===== src/rtl/ghostbus_host.sv =====
`timescale 1ns/1ps
// ghostbus_host
//   Bus initiator for the ghostbus. Accepts one command at a time from a
//   valid/ready command stream and turns it into ghostbus cycles:
//     write : a single gb_wen pulse. The write is posted and produces no response.
//     read  : a burst of cmd_len+1 beats. Each beat is one gb_rstb pulse,
//             followed by a wait of RD cycles. gb_rdata is then captured into
//             the rsp_* stream, which is held until the consumer takes it.
//   The burst address auto-increments and wraps modulo 2^AW.
//
// Parameters
//   AW  address width          DW  data width
//   LW  burst length width     RD  read latency in cycles (>= 1)
//
// Ports
//   gb_clk, gb_rst_n         clock, synchronous active-low reset
//   cmd_valid/cmd_ready      command handshake
//   cmd_we                   1 = write, 0 = read burst
//   cmd_addr                 start address
//   cmd_wdata                write data
//   cmd_len                  read beats minus one
//   rsp_valid/rsp_ready      read-beat handshake
//   rsp_rdata                captured read data
//   rsp_last                 marks the final beat of a burst
//   gb_addr, gb_wdata        bus address / write data (hold between strobes)
//   gb_wen, gb_rstb          one-cycle write / read strobes
//   gb_rdata                 bus read data
//   busy                     high whenever the FSM is not idle
module ghostbus_host #(
    parameter int AW = 24,
    parameter int DW = 32,
    parameter int LW = 8,
    parameter int RD = 8
) (
    input  logic          gb_clk,
    input  logic          gb_rst_n,

    input  logic          cmd_valid,
    output logic          cmd_ready,
    input  logic          cmd_we,
    input  logic [AW-1:0] cmd_addr,
    input  logic [DW-1:0] cmd_wdata,
    input  logic [LW-1:0] cmd_len,

    output logic          rsp_valid,
    input  logic          rsp_ready,
    output logic [DW-1:0] rsp_rdata,
    output logic          rsp_last,

    output logic [AW-1:0] gb_addr,
    output logic [DW-1:0] gb_wdata,
    output logic          gb_wen,
    output logic          gb_rstb,
    input  logic [DW-1:0] gb_rdata,

    output logic          busy
);

    // The delay counter must be able to hold RD itself.
    localparam int CW = $clog2(RD + 1);

    localparam logic [2:0] S_IDLE  = 3'd0;
    localparam logic [2:0] S_WSTB  = 3'd1;
    localparam logic [2:0] S_RSTB  = 3'd2;
    localparam logic [2:0] S_RWAIT = 3'd3;
    localparam logic [2:0] S_RESP  = 3'd4;

    logic [2:0]    state;
    logic [LW-1:0] remaining;   // beats still to issue after the current one
    logic [CW-1:0] delay_cnt;   // cycles left until gb_rdata is valid
    logic          cmd_fire;
    logic          rsp_fire;
    logic          data_due;

    // cmd_ready and busy are decodes of the state register only, so there
    // is no combinational path from any input to them.
    assign cmd_ready = (state == S_IDLE);
    assign busy      = (state != S_IDLE);

    assign cmd_fire  = cmd_valid & cmd_ready;
    assign rsp_fire  = rsp_valid & rsp_ready;

    // The count reaches 1 on the edge that is RD cycles after the edge
    // which saw gb_rstb high. That edge is the one where gb_rdata is sampled.
    assign data_due  = (delay_cnt == CW'(1));

    // ---------------------------------------------------------------------
    // Control: state, beat bookkeeping and the strobes.
    // ---------------------------------------------------------------------
    always_ff @(posedge gb_clk) begin
        if (!gb_rst_n) begin
            state     <= S_IDLE;
            remaining <= '0;
            delay_cnt <= '0;
            gb_wen    <= 1'b0;
            gb_rstb   <= 1'b0;
            rsp_valid <= 1'b0;
            rsp_last  <= 1'b0;
        end else begin
            // Strobes are single-cycle pulses. They are raised only on the
            // edge that enters WSTB or RSTB, and they fall on the next edge.
            gb_wen  <= 1'b0;
            gb_rstb <= 1'b0;

            case (state)
                S_IDLE: begin
                    if (cmd_fire) begin
                        if (cmd_we) begin
                            gb_wen <= 1'b1;
                            state  <= S_WSTB;
                        end else begin
                            remaining <= cmd_len;
                            gb_rstb   <= 1'b1;
                            state     <= S_RSTB;
                        end
                    end
                end

                S_WSTB: begin
                    state <= S_IDLE;
                end

                S_RSTB: begin
                    delay_cnt <= CW'(RD);
                    state     <= S_RWAIT;
                end

                S_RWAIT: begin
                    delay_cnt <= delay_cnt - CW'(1);
                    if (data_due) begin
                        rsp_valid <= 1'b1;
                        rsp_last  <= (remaining == '0);
                        state     <= S_RESP;
                    end
                end

                S_RESP: begin
                    if (rsp_fire) begin
                        rsp_valid <= 1'b0;
                        rsp_last  <= 1'b0;
                        if (rsp_last) begin
                            state <= S_IDLE;
                        end else begin
                            remaining <= remaining - LW'(1);
                            gb_rstb   <= 1'b1;
                            state     <= S_RSTB;
                        end
                    end
                end

                default: begin
                    state <= S_IDLE;
                end
            endcase
        end
    end

    // ---------------------------------------------------------------------
    // Datapath: bus address/data and captured read data.
    // These registers hold their value between strobes, so the bus lines
    // do not toggle while nothing is happening.
    // ---------------------------------------------------------------------
    always_ff @(posedge gb_clk) begin
        if (!gb_rst_n) begin
            gb_addr   <= '0;
            gb_wdata  <= '0;
            rsp_rdata <= '0;
        end else begin
            if (cmd_fire) begin
                gb_addr <= cmd_addr;
                if (cmd_we) begin
                    gb_wdata <= cmd_wdata;
                end
            end

            if ((state == S_RWAIT) && data_due) begin
                rsp_rdata <= gb_rdata;
            end

            // The next beat address wraps modulo 2^AW through natural overflow.
            if ((state == S_RESP) && rsp_fire && !rsp_last) begin
                gb_addr <= gb_addr + AW'(1);
            end
        end
    end

endmodule


===== config.mk =====
export PLATFORM = sky130hd
export DESIGN_NAME = ghostbus_host
export DESIGN_NICKNAME = d
export VERILOG_FILES = /design/src/rtl/ghostbus_host.sv
export SDC_FILE = /design/constraint.sdc
export NUM_CORES = 1
export LEC_CHECK = 0
export BUFFER_PORTS_ARGS = -buffer_cell sky130_fd_sc_hd__buf_4
export CORE_MARGIN = 1
export CORE_UTILIZATION = 40
export CTS_CLUSTER_SIZE = 28
export DETAILED_ROUTE_END_ITERATION = 16
export PLACE_DENSITY = 0.69
export RECOVER_POWER = 100
export SYNTH_ARGS = -nofsm -noshare
export SYNTH_HDL_FRONTEND = slang
export SYNTH_SLANG_ARGS = --single-unit

===== constraint.sdc =====
create_clock -name gb_clk -period 5.8 [get_ports gb_clk]
set_input_delay 0.29 -clock gb_clk [delete_from_list [all_inputs] [get_ports gb_clk]]
set_output_delay 0.29 -clock gb_clk [all_outputs]
set_load 0.03 [all_outputs]

# --- Yosys cells after proc, flatten, opt, wreduce, memory -nomap -nowiden ---
# Cells that the tools add are included.
totals:
  word_cells: 65
  inputBits: 101
  output_inout_bits: 94
  memories: 0
  ff_bits: 107
  latch_bits: 0
  ramBits: 0
  rom_bits: 0
classes:
  muxes: 25
  multipliers: 0
  n_reduce_logical: 16
  order_cmp: 0
  bitwise: 2
  shift: 0
  addsub: 3
  n_eq_ne: 9
  div_mod_pow: 0
op_table:
  columns: ["op", "n"]
  rows:
  - ["2-to-1 mux 24 bit", 2]
  - ["2-to-1 mux 8 bit", 4]
  - ["adder 24 x 1 -> 24 bit (second input constant)", 1]
  - ["case mux 8 bit (2 select lines)", 1]
  - ["case mux 3 bit (4 select lines)", 1]
  - ["2-to-1 mux 3 bit", 3]
  - ["AND reduction 3 bit", 3]
  - ["zero test 8 bit", 1]
  - ["2-to-1 mux 1 bit", 8]
  - ["!= test 2 bit (second input constant)", 4]
  - ["case mux 4 bit (2 select lines)", 1]
  - ["nonzero test 2 bit", 4]
  - ["subtractor 8 x 1 -> 8 bit (second input constant)", 1]
  - ["== test 3 x 2 -> 1 bit (second input constant)", 2]
  - ["case mux 1 bit (2 select lines)", 3]
  - ["AND reduction 5 bit", 1]
  - ["== test 4 x 1 -> 1 bit (second input constant)", 1]
  - ["2-to-1 mux 2 bit", 2]
  - ["subtractor 4 x 1 -> 4 bit (second input constant)", 1]
  - ["== test 3 bit (second input constant)", 1]
  - ["logical AND 1 bit", 3]
  - ["zero test 3 bit", 1]
  - ["nonzero test 3 bit", 1]
  - ["bitwise AND 1 bit", 2]
  - ["3 further kinds", 3]

# --- Logic depth before layout (Yosys ltp) ---
# Gate-level depths: netlist (run 1).
logic_depth:
  ltp_word: 4
  depth_mapped: 8
  mapped_depth_nobuf: 6

# --- Worst setup path after synthesis (run 1) ---
# No wires, ideal clock.
synth_timing:
  path_kind: "register to register"
  startpoint: "reg state[0]"
  endpoint: "reg gb_wdata[27]"
  required_time_ns: 5.730
  setup_ns: 0.070
  n_path_buf: 3
  stages_incl_launch_ff: 8
  arrival_ns: 2.222
  synth_period_minus_slack_ns: 2.292
  slack_ns: 3.508
  cell_sequence: "dfxtp_1 > clkbuf_1 > nor3_1 > and3_1 > clkbuf_1 > clkbuf_1 > nand2_1 > a21oi_1"
synth_between:
  elab_chain_cells: 3
synth_lines:
  columns: ["item", "line_no", "source"]
  rows:
  - ["start: declaration", "68", "logic [2:0] state;"]
  - ["start signal: assignment", "92", "state <= S_IDLE;"]
  - ["start signal: assignment", "110", "state <= S_WSTB;"]
  - ["start signal: assignment", "114", "state <= S_RSTB;"]
  - ["zero test 3 bit", "77", "assign cmd_ready = (state == S_IDLE);"]
  - ["named net cmd_ready", "39", "output logic cmd_ready,"]
  - ["bitwise AND 1 bit", "80", "assign cmd_fire = cmd_valid & cmd_ready;"]
  - ["AND reduction 2 bit (no line)", null, null]
  - ["end signal: assignment", "172", "gb_wdata <= cmd_wdata;"]
  - ["end: declaration", "51", "output logic [DW-1:0] gb_wdata,"]
# The timed path passes the listed nets, and every way through them passes these cells.
# A chain may end at the register's enable or synchronous reset.

# --- Worst setup path after layout (run 1) ---
layout_timing:
  startpoint: "in gb_rst_n"
  endpoint: "reg remaining[2]"
layout_rtl:
  columns: ["item", "line_no", "source"]
  rows:
  - ["start: declaration", "36", "input logic gb_rst_n,"]
  - ["end signal: assignment", "112", "remaining <= cmd_len;"]
  - ["end signal: assignment", "144", "remaining <= remaining - LW'(1);"]
  - ["end: declaration", "69", "logic [LW-1:0] remaining;"]
# No word-level cell between the ends.

==> metrics.csv, run 1 <==
metric,value,unit
vias in the first global route,4664,
DRT Pass-1 Iters,5,
Power Dens Cells,265,nW/um2
Max Clock Skew,0.00587,ns
leading cell type by number of instances after synthesis,nand2_1,
hold path depth,3,
DR WL/cell,14.7,um
Max rail drop VDD,0.175,mV
final hold violations,0,
worst setup margin,2.20,ns
mean post-synth cell area,7.77,um2
drt first-iter violations,299,
Layout Nets,879,
Tmin final,3.60,ns
CP Depth,4,
Post-CTS Setup Bufs,0,
Yosys top cell by area,dfxtp_1,
post-synthesis cell count,605,
CP bufs+invs,3,
Critical Path AT,3.73,ns
setup violators final,0,
crit-path cells,"clkbuf_1, inv_1, clkbuf_1, o31ai_1",
RePlAce Congestion,0.847,
met1 Track Usage GR,27.7,%
Max-slew headroom,-58.5,%
RSZ-0062 raised after global routing,no,
Clock Sink Count,107,
Top Family by Delay on Critical Path,buffers and inverters,
die width,110,um
antenna violations before repair,0,
max cap viols,2,
synth top area cells,"dfxtp_1 (46%), nand2_1 (14%), a21oi_1 (9.5%)",
first-pass GRT wire length,22.3,mm
"Cell Area, Synth",4700,um2
violated checks,"max-capacitance violations, max-slew violations",
#FFs+latches synth,107,
CTS tree,built,
Crit path top cell by count,clkbuf_1,
leakage power,0.00217,uW
Layout area overhead,29.8,%
largest net degree at the start of global routing,55,
"EDFF count, synth",0,
critical path type,input port to register,
slowest cell delay on critical path,1.77,ns
Tightest Pin Transition,2.38,ns
GRT Total Usage,22.2,%
Clock Latency Late Sink,0.34,ns
TNS Setup,0,ns
fraction of layout cells with a size suffix above 1,15.0,%
Clock Tree Root,clkbuf_16,
Tcrit/Tclk final,62.0,%
core area,11400,um2
fmax,278,MHz
Synth top cells by count,"nand2_1 (170), dfxtp_1 (107), a21oi_1 (89)",
grt met3 use,5.71,%
crit path capture type,register,
FF-to-FF path depth,4,
Antenna Violating Nets Remaining,0,
Vert. Die Dim,110,um
Main synth FF type,dfxtp_1,
initial core utilization,41.2,%
fin. max-slew vios,104,
Worst Path Max Fanout,54,
top cell type's share of synthesized area,45.6,%
I/O pins,195,
residual DRC count,0,
row cnt,39,
Final Instance Area,6100,um2
Post-CTS Hold Buffers,0,
ys async rst share,0,%
Clock Path Buffers,2,
Top Usage Layer GRT,met2,
vias,4907,
H-tree levels,3,
status,"complete, but fails checks",
HPWL after detailed placement,9.73,mm
Die Area,12200,um2
# diodes,0,
sequential share of the synthesized area,45.6,%
Setup crit start kind,input port,
Place WS,3.31,ns
post-CTS sizing,0,
Fillers,1239,
grt total ovfl,0,
Synthesis Warnings,0,
met2 Resource Use GR,37.4,%
Netlist cell types,50,
syn_nets,711,
# port buffers,194,
CP required,5.93,ns
"slowest stage cell, crit path",clkbuf_1,
CTS clock-pin slew for the worst setup and hold paths,0.07,ns
Min-Delay Path Class,input port to register,
drt total wl,13.5,mm
Post-DP Area,6220,um2
CTS Buf Count,9,
drt via density,5.33,
-- layer usage --
layer  wire length [um]  up-vias
met2               6600      151
li1                   -     2471
met4                135        0
met5                  0        -
met1               5860     2278
met3                920        7
-- cells in the final DEF (no fill, tap or decap), drive strengths merged, types with 10 or more instances in the layout --
master    n
nand2   170
clkbuf  111
dfxtp   107
buf     100
a21oi    89
nor2     16
nand3    16
a31oi    13
inv      12
nor3     11
nand4    11
o21ai    10
-- area by class of cell --
type | instances | area (um2) | area share, %
clock buffers | 12 | 246 | 4.04
repair buffers | 199 | 1120 | 18.4
well taps | 143 | 179 | 2.93
flip-flops and latches | 107 | 2140 | 35.1
multi-input cells | 444 | 2340 | 38.3
clock inverters | 4 | 26.3 | 0.431
inverters | 12 | 45.0 | 0.738
-- metrics by stage --
step | power [uW] | utilization [%] | cells | hold slack, ns
global route | 1690 | 53.4 | 921 | 0.182
floorplan | 958 | - | 605 | 0.424
finish | 1610 | 53.4 | 921 | 0.193
global placement | 1080 | 54.5 | 905 | 0.442
detailed placement | 1080 | 54.5 | 905 | 0.448
CTS | 1660 | 56.8 | 921 | 0.180
-- where the power goes --
group          switching [uW]  leakage, uW  internal (uW)  total [uW]
Sequential               33.2     0.000870            766         799
Clock                     269     0.000133            303         573
Combinational             150      0.00117           91.7         242
-- tightest hold or removal path, delay by kind of cell --
family / cells / cell delay (ns)
and+or+nand+nor: 1 / 0.04
AOI/OAI and AO/OA: 1 / 0.05
buffers and inverters: 1 / 0.10
-- registers in the layout (all words and copies together), names as in the netlist --
signal / count
gb_addr: 24
rsp_last: 1
rsp_rdata: 32
gb_rstb: 1
remaining: 8
rsp_valid: 1
state: 3
delay_cnt: 4
gb_wen: 1
gb_wdata: 32
-- path summary, 6_finish.rpt --
check                     start      endpoint  slack [ns]
hold reg to reg     gb_wdata[6]   gb_wdata[6]        0.45
setup reg to reg       state[2]   gb_addr[15]        3.17
setup / recovery       gb_rst_n  remaining[2]        2.20
hold / removal    cmd_wdata[30]  gb_wdata[30]        0.19
-- logic make-up (layout without fill, tap and decap cells) --
| logic type | after synthesis | count (layout) | share of synthesized area [%] |
|---|---|---|---|
| adder cells (fa/ha/maj) | 5 | 5 | 1.33 |
| AO/OA/AOI/OAI | 158 | 158 | 20.1 |
| flip-flops | 107 | 107 | 45.6 |
| buffers and inverters | 54 | 227 | 4.50 |
| multiplexers | 4 | 4 | 0.905 |
| AND/OR/NAND/NOR | 277 | 277 | 27.6 |
Power figures use the tool's default switching activity.
==> run 2, diff against run 1 <==
--- a/config.mk
+++ b/config.mk
@@ -10,7 +10,7 @@
 export CORE_UTILIZATION = 40
 export CTS_CLUSTER_SIZE = 28
 export DETAILED_ROUTE_END_ITERATION = 16
-export PLACE_DENSITY = 0.69
+export PLACE_DENSITY = 0.71
 export RECOVER_POWER = 100
 export SYNTH_ARGS = -nofsm -noshare
 export SYNTH_HDL_FRONTEND = slang
==> constraint.sdc (replaced) <==
create_clock -name gb_clk -period 2.97 [get_ports gb_clk]
set_input_delay 0.1485 -clock gb_clk [delete_from_list [all_inputs] [get_ports gb_clk]]
set_output_delay 0.1485 -clock gb_clk [all_outputs]
set_load 0.03 [all_outputs]
==> metrics.csv, run 2 (synthesis gave the netlist of run 1 again) <==
metric,value,unit,change
status,"finished, final reports clean",,
register area,2140,um2,unchanged
biggest regs,"gb_wdata x32, rsp_rdata x32, gb_addr x24",,
Critical Path AT,2.74,ns,-0.99 ns
Tmin final,2.47,ns,
leakage power,0.00224,uW,+3.5%
hold path depth,3,,unchanged
critical path type,register to register,,
vias in the first global route,4543,,-2.6%
Clock Path Buffers,2,,unchanged
Min-Delay Path Class,input port to register,,
Layout Nets,885,,+0.68%
Clock Tree Root,clkbuf_16,,
grt total ovfl,0,,unchanged
Vert. Die Dim,110,um,unchanged
drt total wl,13.6,mm,+0.53%
RePlAce Congestion,0.844,,-0.32%
CTS tree,built,,
row cnt,39,,unchanged
fin. max-slew vios,0,,-100%
vias,4960,,+1.1%
Tcrit/Tclk final,83.1,%,
# diodes,0,,unchanged
Worst Path Max Fanout,34,,-37%
CTS Buf Count,9,,unchanged
Layout area overhead,32.7,%,
fraction of layout cells with a size suffix above 1,16.5,%,+1.4 points
I/O pins,195,,unchanged
CTS clock-pin slew for the worst setup and hold paths,0.07,ns,about the same
post-layout util,54.6,%,+1.2 points
setup violators final,0,,unchanged
Clock Sink Count,107,,unchanged
# port buffers,194,,unchanged
FF-to-FF path depth,5,,+1
final hold violations,0,,unchanged
Tightest Pin Transition,1.47,ns,-0.912 ns
DRT Pass-1 Iters,4,,-1
area of the multi-input gates,2360,um2,+0.86%
Max rail drop VDD,0.338,mV,+93%
Max Clock Skew,0.00461,ns,-0.00126 ns
drt first-iter violations,297,,-0.67%
"commonest non-fill, non-tap cell in the layout",nand2_1,,
die width,110,um,unchanged
Clock Latency Late Sink,0.34,ns,about the same
Post-CTS Hold Buffers,0,,unchanged
Power Dens Cells,538,nW/um2,+100%
H-tree levels,3,,unchanged
Fillers,1164,,-6.1%
TNS Setup,0,ns,unchanged
CP required,3.24,ns,-2.69 ns
DR WL/cell,14.7,um,-0.12%
residual DRC count,0,,unchanged
Finished Layout Cells,927,,+0.65%
antenna violations before repair,0,,unchanged
Max-slew headroom,2.29,%,+61 points
HPWL after detailed placement,9.72,mm,about the same
max cap viols,0,,-2
post-CTS sizing,0,,unchanged
dpl cells,911,,+0.66%
drt via density,5.35,,+0.43%
core area,11400,um2,unchanged
largest net degree at the start of global routing,60,,+9.1%
initial core utilization,41.2,%,unchanged
GRT Total Usage,22.1,%,-0.061 points
Post-CTS Setup Bufs,0,,unchanged
Die Area,12200,um2,unchanged
fmax,405,MHz,
crit path capture type,register,,
RSZ-0062 raised after global routing,no,,
Antenna Violating Nets Remaining,0,,unchanged
most frequent cells in the layout,"nand2_1 (170), dfxtp_1 (107), buf_4 (106)",,
first-pass GRT wire length,22.2,mm,-0.71%
Setup crit start kind,register,,
==> run 2: per-layer routing <==
| layer | global-route usage, % | vias up | wire [um] |
|---|---|---|---|
| li1 | - | 2468 | - |
| met1 | 27.4 | 2269 | 5660 |
| met2 | 36.0 | 200 | 6490 |
| met3 | 6.15 | 23 | 1130 |
| met4 | 8.98 | 0 | 295 |
| met5 | 0 | - | 0 |
==> run 2: path summary, 6_finish.rpt <==
check,slack [ns],end,start
worst max-delay path,0.50,rsp_rdata[15],state[0]
worst min-delay path,0.05,gb_wdata[21],cmd_wdata[21]
worst max register to register,0.50,rsp_rdata[15],state[0]
worst min register to register,0.45,gb_wdata[10],gb_wdata[10]
==> run 2: layout make-up <==
class	count	area share [%]
tap	143	2.87
clock inverter	4	1.16
inverter	12	0.722
timing repair buffer	205	19.0
clock buffer	12	4.11
multi-input combinational	444	37.8
sequential	107	34.3
==> run 2: metrics by stage <==
stage / setup slack [ns] / cell area, um2 / power (uW) / hold slack [ns]
after floorplan: 0.678 / 4700 / 1870 / 0.282
after global placement: 0.569 / 6280 / 2110 / 0.395
after detailed placement: 0.544 / 6280 / 2130 / 0.405
after CTS: 0.528 / 6610 / 3430 / 0.0397
after global routing: 0.220 / 6240 / 3490 / 0.0421
final: 0.501 / 6240 / 3350 / 0.0509
==> run 2: power by group <==
group	internal [uW]	switching [uW]
clock	784	520
sequential	1500	65.0
combinational	188	299
total	2470	884
==> run 2: worst max-delay path, cell delays in order, from the launching register on <==
cell,delay [ns]
dfxtp_1,0.61
nand4bb_1,0.23
nor2_2,0.14
clkbuf_1,1.05
nand2_1,0.17
a21oi_1,0.19
==> run 3, diff against run 2 <==
==> constraint.sdc (replaced) <==
create_clock -name gb_clk -period 2.2 [get_ports gb_clk]
set_input_delay 0.11 -clock gb_clk [delete_from_list [all_inputs] [get_ports gb_clk]]
set_output_delay 0.11 -clock gb_clk [all_outputs]
set_load 0.03 [all_outputs]
==> metrics.csv, run 3 (synthesis gave the netlist of run 1 again) <==
metric,value,unit,change
grt total ovfl,0,,unchanged
TNS Setup,0,ns,unchanged
CTS Buf Count,9,,unchanged
CTS clock-pin slew for the worst setup and hold paths,0.07,ns,about the same
antenna violations before repair,0,,unchanged
drt first-iter violations,189,,-36%
Layout Nets,901,,+1.8%
setup violators final,0,,unchanged
post-CTS sizing,0,,unchanged
largest net degree at the start of global routing,35,,-42%
die width,110,um,unchanged
vias,5039,,+1.6%
Critical Path AT,2.33,ns,-0.41 ns
row cnt,39,,unchanged
RePlAce Congestion,0.898,,+6.3%
initial core utilization,41.2,%,unchanged
Min-Delay Path Class,input port to register,,
Post-CTS Setup Bufs,0,,unchanged
Clock Sink Count,107,,unchanged
"commonest non-fill, non-tap cell in the layout",nand2_1,,
CTS tree,built,,
Fillers,1197,,+2.8%
max cap viols,0,,unchanged
Power Dens Cells,701,nW/um2,+30%
drt total wl,14.1,mm,+3.8%
Worst Path Max Fanout,6,,-82%
Setup crit start kind,register,,
HPWL after detailed placement,10.2,mm,+4.6%
I/O pins,195,,unchanged
# diodes,0,,unchanged
Reg-to-Reg Start,gb_addr[0],,
status,"finished, final reports clean",,
RSZ-0062 raised after global routing,no,,
Hold Crit Start,gb_rdata[16],,
post-layout util,55.5,%,+0.92 points
register-to-register setup slack,0.15,ns,-0.36 ns
Clock Latency Late Sink,0.35,ns,about the same
Setup crit end,gb_addr[22],,
Clock Tree Root,clkbuf_16,,
Tcrit/Tclk final,93.4,%,+10 points
Die Area,12200,um2,unchanged
crit path capture type,register,,
residual DRC count,0,,unchanged
Max rail drop VDD,0.388,mV,+15%
Critical Path Start,gb_addr[0],,
DRT Pass-1 Iters,4,,unchanged
Layout area overhead,34.9,%,
most frequent cells in the layout,"nand2_1 (170), buf_4 (115), dfxtp_1 (107)",,
vias in the first global route,4768,,+5.0%
Vert. Die Dim,110,um,unchanged
critical path type,register to register,,
Max-slew headroom,54.1,%,+52 points
core area,11400,um2,unchanged
Max Clock Skew,0.00695,ns,+0.00234 ns
DR WL/cell,15.0,um,+2.2%
hold path depth,3,,unchanged
drt via density,5.35,,about the same
biggest regs,"gb_wdata x32, rsp_rdata x32, gb_addr x24",,
Clock Path Buffers,2,,unchanged
leakage power,0.00231,uW,+2.9%
first-pass GRT wire length,22.7,mm,+2.4%
fin. max-slew vios,0,,unchanged
reg2reg end,gb_addr[22],,
# port buffers,194,,unchanged
fmax,487,MHz,+20%
H-tree levels,3,,unchanged
fraction of layout cells with a size suffix above 1,17.5,%,+1.1 points
Tmin final,2.05,ns,-0.414 ns
final hold violations,0,,unchanged
Tightest Pin Transition,0.688,ns,-0.777 ns
GRT Total Usage,22.5,%,+0.42 points
FF-to-FF path depth,5,,unchanged
Antenna Violating Nets Remaining,0,,unchanged
CP required,2.47,ns,-0.77 ns
[run 3: cell count changes in the layout (fill, tap and decap cells not counted), sizes merged]
cell / change
buf: +10
dlygate4sd3: +5
clkbuf: +2
bufinv: -1
clkinvlp: -1
[run 3: per-layer routing]
layer | track usage (%) | vias to the layer above | part of all wire, %
li1 | - | 2502 | -
met2 | 38.3 | 176 | 48
met4 | 8.71 | 0 | 2.0
met1 | 27.7 | 2337 | 42
met5 | 0 | - | 0
met3 | 4.83 | 24 | 7.4
[run 3: cell type report]
cell class                      instances  area, um2  share of cell area [%]
Clock buffer                           13        260                    4.10
Clock inverter                          2       35.0                   0.552
Inverter                               12       45.0                   0.710
Multi-Input combinational cell        444       2350                    37.0
Sequential cell                       107       2140                    33.8
Tap cell                              143        179                    2.82
Timing Repair Buffer                  221       1330                    21.0
[run 3: power breakdown]
group          internal (uW)  total [uW]  switching [uW]
combinational            276         700             425
sequential              2020        2100            77.1
clock                    939        1650             709
total                   3230        4450            1210
[run 3: how the worst min path moves through the flow]
stage | slack (ns) | endpoint
2_1_floorplan | 0.24 | gb_addr[11]
3_3_place_gp | 0.36 | gb_wdata[31]
3_5_place_dp | 0.37 | gb_wdata[0]
4_1_cts | 0.00001 | rsp_rdata[0]
5_1_grt | 0.005 | rsp_rdata[14]
6_report | 0.005 | rsp_rdata[16]
[run 3: critical path, cell delays in order (launching register included)]
cell and delay (ns):
dfxtp_1 0.44, ha_1 0.28, and2_0 0.23, or4bb_1 0.43, or4_1 0.42, a31oi_1 0.18
[run 3: timing repair]
item	4_1_cts	5_1_grt
hold endpoints to repair	5	0
setup endpoints to repair	0	0
hold buffers	5	0
[run 3: through the flow]
| step | instances | area [um2] | hold WS (ns) | worst slack (ns) | power, uW |
|---|---|---|---|---|---|
| 5_1_grt | 942 | 6340 | 0.00472 | 0.0580 | 4610 |
| 3_5_place_dp | 922 | 6380 | 0.366 | 0.198 | 2900 |
| 2_1_floorplan | 605 | 4710 | 0.244 | 0.146 | 2530 |
| 3_3_place_gp | 922 | 6380 | 0.357 | 0.214 | 2880 |
| 6_report | 942 | 6340 | 0.00452 | 0.145 | 4450 |
| 4_1_cts | 942 | 6720 | 0.0000102 | 0.177 | 4530 |
